$ cat src/rtl/rob_commit_unit_if.sv
// -----------------------------------------------------------------------------
// rob_commit_unit_if
// Bundle of every non-clock/non-reset signal of the reorder buffer.
//   master : issue / execute / regbank side (drives alloc, CDB, lookup, flush)
//   slave  : the reorder buffer itself
// Signals:
//   alloc_valid/alloc_dest   -> allocate request and destination register
//   alloc_ready/alloc_tag    <- space available, tag granted (tail pointer)
//   cdb_valid/cdb_tag/data   -> common-data-bus result broadcast
//   rd_tag                   -> operand lookup tag
//   rd_ready/rd_data         <- lookup result (entry busy and done, value)
//   commit_valid/dest/data/tag <- registered in-order retire pulse
//   flush                    -> discard all entries
//   count                    <- occupied entries 0..DEPTH
// -----------------------------------------------------------------------------
interface rob_commit_unit_if #(
  parameter int DATA_W = 16,
  parameter int REG_W  = 4,
  parameter int TAG_W  = 3
);
  logic              alloc_valid;
  logic [REG_W-1:0]  alloc_dest;
  logic              alloc_ready;
  logic [TAG_W-1:0]  alloc_tag;
  logic              cdb_valid;
  logic [TAG_W-1:0]  cdb_tag;
  logic [DATA_W-1:0] cdb_data;
  logic [TAG_W-1:0]  rd_tag;
  logic              rd_ready;
  logic [DATA_W-1:0] rd_data;
  logic              commit_valid;
  logic [REG_W-1:0]  commit_dest;
  logic [DATA_W-1:0] commit_data;
  logic [TAG_W-1:0]  commit_tag;
  logic              flush;
  logic [TAG_W:0]    count;

  modport master (
    output alloc_valid, alloc_dest, cdb_valid, cdb_tag, cdb_data, rd_tag, flush,
    input  alloc_ready, alloc_tag, rd_ready, rd_data,
           commit_valid, commit_dest, commit_data, commit_tag, count
  );

  modport slave (
    input  alloc_valid, alloc_dest, cdb_valid, cdb_tag, cdb_data, rd_tag, flush,
    output alloc_ready, alloc_tag, rd_ready, rd_data,
           commit_valid, commit_dest, commit_data, commit_tag, count
  );
endinterface

$ cat src/rtl/rob_commit_unit.sv
// -----------------------------------------------------------------------------
// rob_commit_unit
// 8-entry reorder buffer with in-order commit. Issue allocates at the tail,
// CDB results mark entries done out of order, and the head entry retires one
// cycle after it is seen busy+done. A combinational lookup exposes completed
// but not yet committed values for operand forwarding.
// Ports:
//   clk1  : rising-edge clock
//   rst_n : synchronous active-low reset
//   bus   : rob_commit_unit_if.slave (alloc / CDB / lookup / commit / flush)
// -----------------------------------------------------------------------------
module rob_commit_unit #(
  parameter int DATA_W = 16,
  parameter int REG_W  = 4,
  parameter int DEPTH  = 8,
  parameter int TAG_W  = 3
) (
  input logic               clk1,
  input logic               rst_n,
  rob_commit_unit_if.slave  bus
);

  localparam logic [TAG_W:0]   FULL_CNT = (TAG_W+1)'(DEPTH);
  localparam logic [TAG_W:0]   CNT_ONE  = {{TAG_W{1'b0}}, 1'b1};
  localparam logic [TAG_W-1:0] TAG_ONE  = {{(TAG_W-1){1'b0}}, 1'b1};

  logic [DEPTH-1:0]  busy_q, busy_d;
  logic [DEPTH-1:0]  done_q, done_d;
  logic [REG_W-1:0]  dest_q [DEPTH];
  logic [REG_W-1:0]  dest_d [DEPTH];
  logic [DATA_W-1:0] data_q [DEPTH];
  logic [DATA_W-1:0] data_d [DEPTH];
  logic [TAG_W-1:0]  head_q, head_d;
  logic [TAG_W-1:0]  tail_q, tail_d;
  logic [TAG_W:0]    count_q, count_d;
  logic              commit_valid_q, commit_valid_d;
  logic [REG_W-1:0]  commit_dest_q, commit_dest_d;
  logic [DATA_W-1:0] commit_data_q, commit_data_d;
  logic [TAG_W-1:0]  commit_tag_q, commit_tag_d;

  logic alloc_fire_s;
  logic cdb_fire_s;
  logic commit_fire_s;

  // alloc_ready uses the pre-edge count only, so a commit never frees a slot
  // for an allocate in the same cycle.
  assign alloc_fire_s  = bus.alloc_valid && (count_q != FULL_CNT);
  assign cdb_fire_s    = bus.cdb_valid && busy_q[bus.cdb_tag] && !done_q[bus.cdb_tag];
  assign commit_fire_s = busy_q[head_q] && done_q[head_q];

  assign bus.alloc_ready  = (count_q != FULL_CNT);
  assign bus.alloc_tag    = tail_q;
  assign bus.rd_ready     = busy_q[bus.rd_tag] && done_q[bus.rd_tag];
  assign bus.rd_data      = data_q[bus.rd_tag];
  assign bus.commit_valid = commit_valid_q;
  assign bus.commit_dest  = commit_dest_q;
  assign bus.commit_data  = commit_data_q;
  assign bus.commit_tag   = commit_tag_q;
  assign bus.count        = count_q;

  // Next-state for entries, pointers, occupancy and the commit register.
  always_comb begin
    busy_d         = busy_q;
    done_d         = done_q;
    dest_d         = dest_q;
    data_d         = data_q;
    head_d         = head_q;
    tail_d         = tail_q;
    count_d        = count_q;
    commit_valid_d = 1'b0;
    commit_dest_d  = commit_dest_q;
    commit_data_d  = commit_data_q;
    commit_tag_d   = commit_tag_q;

    if (bus.flush) begin
      // Flush wins over alloc, CDB and commit; commit outputs other than
      // the valid pulse keep their last values.
      busy_d  = '0;
      done_d  = '0;
      head_d  = '0;
      tail_d  = '0;
      count_d = '0;
    end else begin
      // Writeback. A CDB aimed at the tail being allocated cannot fire since
      // that entry is not busy, so ordering against allocate is irrelevant.
      if (cdb_fire_s) begin
        done_d[bus.cdb_tag] = 1'b1;
        data_d[bus.cdb_tag] = bus.cdb_data;
      end else begin
        data_d = data_q;
      end

      if (alloc_fire_s) begin
        busy_d[tail_q] = 1'b1;
        done_d[tail_q] = 1'b0;
        dest_d[tail_q] = bus.alloc_dest;
        tail_d         = tail_q + TAG_ONE;
      end else begin
        tail_d = tail_q;
      end

      // Commit looks only at registered done, so there is no CDB bypass.
      if (commit_fire_s) begin
        busy_d[head_q] = 1'b0;
        done_d[head_q] = 1'b0;
        head_d         = head_q + TAG_ONE;
        commit_valid_d = 1'b1;
        commit_dest_d  = dest_q[head_q];
        commit_data_d  = data_q[head_q];
        commit_tag_d   = head_q;
      end else begin
        commit_valid_d = 1'b0;
      end

      case ({alloc_fire_s, commit_fire_s})
        2'b10:   count_d = count_q + CNT_ONE;
        2'b01:   count_d = count_q - CNT_ONE;
        default: count_d = count_q;
      endcase
    end
  end

  // State register with synchronous active-low reset.
  always_ff @(posedge clk1) begin
    if (!rst_n) begin
      busy_q         <= '0;
      done_q         <= '0;
      head_q         <= '0;
      tail_q         <= '0;
      count_q        <= '0;
      commit_valid_q <= 1'b0;
      commit_dest_q  <= '0;
      commit_data_q  <= '0;
      commit_tag_q   <= '0;
      for (int i = 0; i < DEPTH; i++) begin
        dest_q[i] <= '0;
        data_q[i] <= '0;
      end
    end else begin
      busy_q         <= busy_d;
      done_q         <= done_d;
      head_q         <= head_d;
      tail_q         <= tail_d;
      count_q        <= count_d;
      commit_valid_q <= commit_valid_d;
      commit_dest_q  <= commit_dest_d;
      commit_data_q  <= commit_data_d;
      commit_tag_q   <= commit_tag_d;
      for (int i = 0; i < DEPTH; i++) begin
        dest_q[i] <= dest_d[i];
        data_q[i] <= data_d[i];
      end
    end
  end

endmodule

$ cat src/flat_wrapper.sv
// flat-port wrapper written by rule: the top's interface ports become plain ports
module rob_commit_unit_flat 
#(
  parameter int DATA_W = 16,
  parameter int REG_W  = 4,
  parameter int DEPTH  = 8,
  parameter int TAG_W  = 3
)
  (clk1, rst_n, bus_alloc_valid, bus_alloc_dest, bus_cdb_valid, bus_cdb_tag, bus_cdb_data, bus_rd_tag, bus_flush, bus_alloc_ready, bus_alloc_tag, bus_rd_ready, bus_rd_data, bus_commit_valid, bus_commit_dest, bus_commit_data, bus_commit_tag, bus_count);
  rob_commit_unit_if #(.DATA_W(DATA_W), .REG_W(REG_W), .TAG_W(TAG_W)) bus_i ();
  input logic clk1;
  input logic rst_n;
  input wire logic [$bits(bus_i.alloc_valid)-1:0] bus_alloc_valid;
  input wire logic [$bits(bus_i.alloc_dest)-1:0] bus_alloc_dest;
  input wire logic [$bits(bus_i.cdb_valid)-1:0] bus_cdb_valid;
  input wire logic [$bits(bus_i.cdb_tag)-1:0] bus_cdb_tag;
  input wire logic [$bits(bus_i.cdb_data)-1:0] bus_cdb_data;
  input wire logic [$bits(bus_i.rd_tag)-1:0] bus_rd_tag;
  input wire logic [$bits(bus_i.flush)-1:0] bus_flush;
  output wire logic [$bits(bus_i.alloc_ready)-1:0] bus_alloc_ready;
  output wire logic [$bits(bus_i.alloc_tag)-1:0] bus_alloc_tag;
  output wire logic [$bits(bus_i.rd_ready)-1:0] bus_rd_ready;
  output wire logic [$bits(bus_i.rd_data)-1:0] bus_rd_data;
  output wire logic [$bits(bus_i.commit_valid)-1:0] bus_commit_valid;
  output wire logic [$bits(bus_i.commit_dest)-1:0] bus_commit_dest;
  output wire logic [$bits(bus_i.commit_data)-1:0] bus_commit_data;
  output wire logic [$bits(bus_i.commit_tag)-1:0] bus_commit_tag;
  output wire logic [$bits(bus_i.count)-1:0] bus_count;
  assign bus_i.alloc_valid = bus_alloc_valid;
  assign bus_i.alloc_dest = bus_alloc_dest;
  assign bus_i.cdb_valid = bus_cdb_valid;
  assign bus_i.cdb_tag = bus_cdb_tag;
  assign bus_i.cdb_data = bus_cdb_data;
  assign bus_i.rd_tag = bus_rd_tag;
  assign bus_i.flush = bus_flush;
  assign bus_alloc_ready = bus_i.alloc_ready;
  assign bus_alloc_tag = bus_i.alloc_tag;
  assign bus_rd_ready = bus_i.rd_ready;
  assign bus_rd_data = bus_i.rd_data;
  assign bus_commit_valid = bus_i.commit_valid;
  assign bus_commit_dest = bus_i.commit_dest;
  assign bus_commit_data = bus_i.commit_data;
  assign bus_commit_tag = bus_i.commit_tag;
  assign bus_count = bus_i.count;
  rob_commit_unit #(.DATA_W(DATA_W), .REG_W(REG_W), .DEPTH(DEPTH), .TAG_W(TAG_W)) u_core (.clk1(clk1), .rst_n(rst_n), .bus(bus_i));
endmodule
$ cat config.mk
export PLATFORM = sky130hd
export DESIGN_NAME = rob_commit_unit_flat
export DESIGN_NICKNAME = d
export VERILOG_FILES = /design/src/rtl/rob_commit_unit_if.sv /design/src/rtl/rob_commit_unit.sv /design/src/flat_wrapper.sv
export SDC_FILE = /design/constraint.sdc
export NUM_CORES = 1
export LEC_CHECK = 0
export ABC_AREA = 1
export CORE_UTILIZATION = 55
export DETAILED_ROUTE_END_ITERATION = 10
export PLACE_DENSITY = 0.87
export SYNTH_ARGS = -nofsm -noshare
export SYNTH_HDL_FRONTEND = slang
export SYNTH_SLANG_ARGS = --single-unit
$ cat constraint.sdc
create_clock -name clk1 -period 2.9 [get_ports clk1]
set_input_delay 0.58 -clock clk1 [delete_from_list [all_inputs] [get_ports clk1]]
set_output_delay 0.58 -clock clk1 [all_outputs]
set_load 0.02 [all_outputs]
==> results.cfg, run 1 <==
[outcome]
status = finished with violations
violations = setup timing

[pwr]
power.total_uw = 6350
max-vdd-ir-drop_uv = 363
power.density_nw_per_um2 = 486
leakagePower_uw = 0.00624

[timing]
slew_violations = 0
fin_crit_sh_pct = 101
fin_crit_ns = 2.93
worst_pin_slew_ns = 0.662
fin_skew_ns = 0.0169
setup_violations = 1
final_hold_viol_count = 0
fmax_mhz = 341
hold_slack_ns = 0.446
fin_ws_ns = -0.0324
rsz0062_at_grt = false
maxSlewHeadroom_pct = 55.9

[finish]
multiInputGateArea_sq_um = 5630
areaGrowthSynthToFinish_pct = 16.0
final_area_sq_um = 13100
n_fill_cell = 1743
num_antenna_cells = 0
final_nets = 1886
final_cell_mix = nand2_1, nor2_1, inv_1
seqCellArea_sq_um = 4210
drive_gt1_share_pct = 6.17
final_common_cell = nand2_1

[global_routing]
grt_max_degree = 60
grt_pass1_wl_um = 52400
grt-ovfl-total = 0
grt_pass1_vias = 10500
gr-usage-all-layers_pct = 30.5
antenna_found_initial = 3

[clocking]
cts_root_buf = clkbuf_16
cts.sinks = 210
path_clk_slew_ns = 0.06
cts_tree = yes
cts_buffers = 22
htree_levels = 1
cts_buffer_depth = 3
cts_setup_buffers = 0
ctsHoldBuffers = 0
clkLatencyLatePin_ns = 0.51

[placement]
port_buffers = 79
place_congestion = 1.03
dpl.hpwl_um = 21700
dpl-instance-area_sq_um = 12300

[setup_path]
critPathRequiredTime_ns = 2.32
startpoint_type = input port
end_kind = output port
path_max_fanout = 17
critical_path_arrival_ns = 2.35
path_class = input port to output port

[die]
row_count = 51
die_x_um = 145
dieArea_sq_um = 21000
start_util_pct = 56.9
ioPinCount = 80
die_h_um = 145
coreArea_sq_um = 19800

[drt]
num_vias = 11800
drt-initial-drc-count = 1293
wire_per_inst_um = 15.4
vias_per_cell = 5.52
routed_wirelength_um = 32800
drc_errors = 0
ant_nets = 0
drt_pre_antenna_iters = 6

[synthesis]
yosysWarningCount = 0
syn_nets = 1857
ys_seq_area_share_pct = 37.4
syn_area_sq_um = 11300
yosys_register_bits = 210
syn_area_per_cell_sq_um = 6.18
synth_area_leaders = dfxtp_1, nand2_1, nor2_1
synth_cells = 1821
synth_top_area_share_pct = 37.4
yosys.area.top_type = dfxtp_1
synth.distinct_cells = 33

[min_path]
min_path_type = register to register

[job]
cap_violations = 0
-- critical path, stage by stage --
cell and delay (ns):
clkdlybuf4s50_1 0.59, inv_2 0.11, buf_12 0.16, a21oi_1 0.12, o21ai_0 0.09, a31oi_1 0.33, clkdlybuf4s15_1 0.36
-- registers in the layout, summed over array words and instances (netlist names), 4 cells and up --
register	flops
u_core.bus.count	4
u_core.dest_q	32
u_core.bus.commit_dest	4
u_core.busy_q	8
u_core.done_q	8
u_core.data_q	128
u_core.bus.commit_data	16
-- synthesized netlist by cell type, drive strengths merged --
| library cell | number |
|---|---|
| nor3 | 4 |
| ha | 5 |
| a31oi | 16 |
| nand4 | 24 |
| o21ai | 155 |
| xor2 | 3 |
| a221oi | 16 |
| clkbuf | 74 |
| nand2 | 453 |
| o22ai | 13 |
| dfxtp | 210 |
| buf | 48 |
| xnor2 | 1 |
| o211ai | 17 |
| nor2 | 397 |
| o21bai | 1 |
| nand3 | 43 |
| clkinv | 1 |
| inv | 224 |
| o311ai | 3 |
| a21oi | 112 |
| nor3b | 1 |
-- worst paths after layout --
path                               to  slack [ns]             start  depth (start not counted)
hold / removal       u_core.dest_q[7]        0.45  u_core.dest_q[7]                          2
setup / recovery       bus_rd_data[0]       -0.03     bus_rd_tag[1]                          7
setup reg to reg  u_core.bus.count[3]        0.34  u_core.head_q[2]                         14
hold reg to reg      u_core.dest_q[7]        0.45  u_core.dest_q[7]                          2
-- per-layer routing --
metal  share of wire (%)  vias up  GRT usage, %  wire, um
met5                0.13        -             0        42
met4                 3.3        6          12.5      1080
met3                  12       97          6.45      3790
met2                  44      685          48.9     14600
met1                  41     5230          39.8     13300
li1                    -     5738             -         -
-- stage by stage --
stage	worst slack, ns	utilization, %	instances	TNS [ns]
finish	-0.0324	66.0	2129	-0.0324
global route	0.00211	66.0	2129	0
CTS	0.0189	65.9	2129	0
detailed placement	-0.280	62.2	2091	-3.13
global placement	-0.250	62.2	2091	-2.82
floorplan	0.487	-	1821	0
-- report_power, final --
| part | switching [uW] | internal, uW |
|---|---|---|
| clock | 1170 | 1840 |
| sequential | 10.0 | 2900 |
| combinational | 290 | 148 |
-- what timing repair did --
| action | CTS | global route |
|---|---|---|
| gates cloned | 0 | 0 |
| hold endpoints to repair | 0 | 0 |
| gates resized for setup | 21 | 28 |
| endpoints found under the setup margin | 17 | 12 |
-- final cells by class --
| class | instances | area share (%) |
|---|---|---|
| well taps | 265 | 2.54 |
| clock buffers | 32 | 5.05 |
| flip-flops and latches | 210 | 32.2 |
| clock inverters | 6 | 0.824 |
| multi-input cells | 1264 | 43.1 |
| repair buffers | 127 | 9.77 |
| inverters | 225 | 6.49 |
-- cell families (layout without fill, tap and decap cells) --
kind of cell	count (synthesis)	count (layout)	share of synthesized area [%]
adders and majority gates	5	5	0.556
AOI/OAI and AO/OA	333	333	16.2
buffers and inverters	347	390	12.8
DFF	210	210	37.4
xor gates and xnor gates	4	4	0.311
and+or+nand+nor	922	922	32.8
No activity file was read; power rests on OpenSTA's default activity.
==> inputs of run 2 (changes only) <==
GPL_TIMING_DRIVEN = 0   (was unset)
==> run 2 against run 1 <==
- the run still ends with setup timing left
- sequential power is essentially flat
- count of clock-buffer cells in the layout grew 3
- sequential share of layout area shrank 0.087 points
- largest power group unchanged
- highest routed layer unchanged
==> results.cfg, run 2 (synthesis gave the netlist of run 1 again) <==
[global_routing]
grt-ovfl-total = 0
grt_max_degree = 14
grt_pass1_vias = 11100
antenna_found_initial = 3
gr-usage-all-layers_pct = 35.7
grt_pass1_wl_um = 59600

[clocking]
htree_levels = 1
ctsHoldBuffers = 0
cts_buffer_depth = 3
cts_tree = yes
cts_root_buf = clkbuf_16
clkLatencyLatePin_ns = 0.54
path_clk_slew_ns = 0.07
cts_buffers = 23
cts_setup_buffers = 0
cts.sinks = 210

[die]
ioPinCount = 80
die_h_um = 145
coreArea_sq_um = 19800
dieArea_sq_um = 21000
row_count = 51
die_x_um = 145
start_util_pct = 56.9

[timing]
fin_ws_ns = -0.0549
setup-tns-final_ns = -0.0896
fmax_mhz = 338
fin_crit_sh_pct = 102
hold_slack_ns = 0.415
slew_violations = 0
maxSlewHeadroom_pct = 43.6
final_hold_viol_count = 0
fin_crit_ns = 2.95
worst_pin_slew_ns = 0.846
rsz0062_at_grt = true
setup_violations = 2
fin_skew_ns = 0.0278

[finish]
largest_reg_flops = 128
drive_gt1_share_pct = 7.69
top_register = u_core.data_q
fin_util_pct = 66.1
final_cell_mix = nand2_1, nor2_1, inv_1
final_nets = 1943
final_common_cell = nand2_1
areaGrowthSynthToFinish_pct = 16.3
final_area_sq_um = 13100

[pwr]
max-vdd-ir-drop_uv = 415
leakagePower_uw = 0.00629
power.density_nw_per_um2 = 489

[min_path]
hold_path.startpoint = bus_cdb_data[6]
min_path_type = input port to register

[setup_path]
path_max_fanout = 10
path_class = input port to output port
timing.rr.start = u_core.head_q[0]
crit_start = bus_rd_tag[2]
end_kind = output port
critPathRequiredTime_ns = 2.32
startpoint_type = input port
critical_path_arrival_ns = 2.37

[drt]
drt_pre_antenna_iters = 6
vias_per_cell = 5.58
drt-initial-drc-count = 1720
ant_nets = 0
wire_per_inst_um = 17.4
drc_errors = 0
routed_wirelength_um = 38200
num_vias = 12200

[outcome]
violations = setup timing
status = finished with violations

[placement]
dpl.hpwl_um = 28400
port_buffers = 61
place_congestion = 0.989
dpl-instance-area_sq_um = 12200
dp_slack_ns = -0.751

[job]
cap_violations = 0
[run 2: area by class of cell]
cell class | count | area (sq um)
multi-input combinational | 1264 | 5690
clock buffer | 35 | 701
fill | 1869 | 6700
antenna | 1 | 2.50
timing repair buffer | 61 | 593
sequential | 210 | 4210
buffer | 122 | 648
tap | 265 | 332
clock inverter | 7 | 66.3
inverter | 225 | 847
[run 2: what timing repair did]
item                                    4_1_cts  5_1_grt
cloned                                        0        0
gates resized for setup                      59       11
endpoints found under the setup margin       19        4
[run 2: metal layers]
metal  track usage, %  vias to the layer above  part of all wire, %
met5                0                        -                0.034
met4             12.9                        2                  3.4
met3             7.14                      117                   13
met2             54.7                      760                   43
met1             49.6                     5484                   41
li1                 -                     5865                    -
[run 2: path summary, 6_finish.rpt]
| kind | depth (start not counted) | slack, ns | endpoint |
|---|---|---|---|
| worst max-delay path | 6 | -0.05 | bus_rd_data[4] |
| worst min-delay path | 3 | 0.42 | u_core.data_q[86] |
| worst max register to register | 15 | 0.17 | u_core.bus.count[3] |
| worst min register to register | 2 | 0.45 | u_core.dest_q[2] |
[run 2: power breakdown]
group / leakage, uW / switching [uW] / internal [uW]
clock network: 0.000380 / 1250 / 1750
registers: 0.00169 / 10.3 / 2900
logic: 0.00421 / 348 / 133
total: 0.00629 / 1610 / 4780
[run 2: critical path: stages]
cell	delay [ns]
clkdlybuf4s50_1	0.54
inv_2	0.11
clkbuf_4	0.23
a221oi_1	0.43
a31oi_1	0.13
dlygate4sd2_1	0.36
[run 2: metrics by stage]
stage	total power (uW)	std cells
2_1_floorplan	3230	1821
3_3_place_gp	3420	2147
3_5_place_dp	3430	2147
4_1_cts	6370	2189
5_1_grt	6530	2190
6_report	6390	2190
==> inputs of run 3 (changes only) <==
CORE_MARGIN = 3   (was unset)
clock period = 3.8 ns   (was 2.9 ns; I/O delays follow)
==> run 3 against run 2 <==
- the run now ends clean
- final cell count barely moved
- global-route usage fell by 1.6 points
- count of clock-buffer cells in the layout fell by 6
- register-to-register slack improved by 0.43 ns
- die area rose by 5.6%
- worst setup slack improved by 0.13 ns
- non-clock buffer count did not move
- worst hold slack improved by 0.028 ns
- routed wire length rose by 0.93%
- via count fell by 0.91%
- sequential share of layout area rose by 0.27 points
- core utilization fell by 0.58 points
- highest routed layer is now met4
==> results.cfg, run 3 (synthesis gave the netlist of run 1 again) <==
[outcome]
status = completed

[drt]
vias_per_cell = 5.54
num_vias = 12100
drt-initial-drc-count = 1876
drt_pre_antenna_iters = 6
routed_wirelength_um = 38500
drc_errors = 0
wire_per_inst_um = 17.6
ant_nets = 0

[global_routing]
gr-usage-all-layers_pct = 34.2
grt_max_degree = 14
grt_pass1_wl_um = 60200
grt-ovfl-total = 0
grt_pass1_vias = 11000
antenna_found_initial = 2

[clocking]
cts_buffers = 23
cts_setup_buffers = 0
cts_tree = yes
htree_levels = 1
cts.sinks = 210
path_clk_slew_ns = 0.06
clkLatencyLatePin_ns = 0.54
cts_buffer_depth = 3
cts_root_buf = clkbuf_16

[placement]
dp_slack_ns = -0.100
port_buffers = 61
place_congestion = 1.03
dpl-instance-area_sq_um = 12200
dpl.hpwl_um = 28900
dp_cells = 2147

[min_path]
hold_path.startpoint = u_core.dest_q[0]
hold_end = u_core.dest_q[0]
hold_depth = 2
min_path_type = register to register

[finish]
n_fill_cell = 1852
final_area_sq_um = 13000
fin_cells = 2188
largest_reg_flops = 128
areaGrowthSynthToFinish_pct = 15.3
final_nets = 1943
top_register = u_core.data_q
final_common_cell = nand2_1
final_cell_mix = nand2_1, nor2_1, inv_1
drive_gt1_share_pct = 6.04

[setup_path]
path_class = input port to output port
critPathBufInv = 4
startpoint_type = input port
path_max_fanout = 10
cpMostUsedCell = clkbuf_1
r2r-end = u_core.bus.count[3]
critPathRequiredTime_ns = 3.04
critical_path_arrival_ns = 2.96
critPathTopFamily = buffers and inverters
end_kind = output port
max_stage_delay_ns = 0.67
crit_chain = clkbuf_1, clkbuf_2, clkbuf_1, o21ai_0, a31oi_1, clkdlybuf4s50_1
r2r_slack_ns = 0.60
r2r_cells = 16
timing.rr.start = u_core.head_q[2]
cp_slowest_cell = clkdlybuf4s50_1

[pwr]
pwr-share-clk_pct = 46.7
max-vdd-ir-drop_uv = 318
p_comb_share_pct = 7.5
switchingPower_uw = 1230
switching_share_pct = 25.4
leakagePower_uw = 0.00614
seqPwrFrac_pct = 45.8
p_int_uw = 3610
power.density_nw_per_um2 = 374

[die]
start_util_pct = 56.9
die_h_um = 149
ioPinCount = 80
die_x_um = 149
coreArea_sq_um = 19800
row_count = 51
dieArea_sq_um = 22200

[timing]
fin_crit_ns = 3.72
slew_violations = 0
rsz0062_at_grt = false
fin_ws_ns = 0.0773
hold_slack_ns = 0.443
setup-tns-final_ns = 0
fmax_mhz = 269
setup_violations = 0
fin_crit_sh_pct = 98.0
final_hold_viol_count = 0
worst_pin_slew_ns = 0.779
maxSlewHeadroom_pct = 48.0
fin_skew_ns = 0.0219

[job]
cap_violations = 0
## run 3: changes by cell type in the layout (fill, tap and decap cells not counted), sizes merged
| cell | previous run | this run |
|---|---|---|
| dlygate4sd2 | 16 | 0 |
| dlymetal6s2s | 1 | 0 |
| buf | 46 | 48 |
| clkinvlp | 1 | 5 |
| clkinv | 5 | 4 |
| clkbuf | 111 | 103 |
| diode | 1 | 2 |
| clkdlybuf4s50 | 44 | 61 |
## run 3: layout make-up
class / instances / area [sq um] / share of cell area [%]
Antenna cell: 2 / 5.00 / 0.0386
Buffer: 122 / 603 / 4.65
Clock buffer: 29 / 658 / 5.08
Clock inverter: 10 / 103 / 0.791
Inverter: 225 / 845 / 6.51
Multi-Input combinational cell: 1264 / 5610 / 43.2
Sequential cell: 210 / 4200 / 32.4
Tap cell: 265 / 332 / 2.56
Timing Repair Buffer: 61 / 611 / 4.71
## run 3: metal layers
metal / track usage [%] / part of all wire [%] / up-vias
met5: 0 / 0 / -
met4: 10.7 / 2.8 / 0
met3: 7.81 / 13 / 83
met2: 51.8 / 43 / 720
met1: 48.6 / 42 / 5451
li1: - / - / 5863
## run 3: what timing repair did
item,CTS,global route
hold buffers,0,0
pin swaps,0,0
endpoints found under the setup margin,6,12
gates resized for setup,2,10
gates cloned,0,0
hold endpoints to repair,0,0
## run 3: tightest hold or removal path: stages, from the launching register on
cell and delay (ns):
dfxtp_1 0.30, inv_1 0.05, a21oi_1 0.05
## run 3: per-stage QoR
| step | total power [uW] | utilization, % |
|---|---|---|
| after floorplan | 2470 | - |
| after global placement | 2610 | 61.6 |
| after detailed placement | 2610 | 61.6 |
| after CTS | 4840 | 65.5 |
| after global routing | 4970 | 65.6 |
| final | 4850 | 65.6 |
## run 3: power by group through the flow
stage | Combinational [uW] | Clock (uW) | Sequential (uW)
4_1_cts | 350 | 2280 | 2220
3_3_place_gp | 345 | 0 | 2270
2_1_floorplan | 198 | 0 | 2270
6_report | 365 | 2260 | 2220
3_5_place_dp | 347 | 0 | 2270
5_1_grt | 384 | 2360 | 2220
## run 3: how the worst max path moves through the flow
| stage | from | end | slack (ns) | depth (start not counted) |
|---|---|---|---|---|
| finish | bus_rd_tag[0] | bus_rd_data[4] | 0.08 | 6 |
| detailed placement | bus_rd_tag[0] | bus_rd_data[0] | -0.10 | 6 |
| CTS | bus_rd_tag[2] | bus_rd_data[2] | 0.05 | 6 |
| floorplan | bus_rd_tag[0] | bus_rd_data[0] | 1.03 | 5 |
| global placement | bus_rd_tag[0] | bus_rd_data[0] | -0.1 | 6 |
| global route | bus_rd_tag[1] | bus_rd_data[2] | 0.03 | 6 |
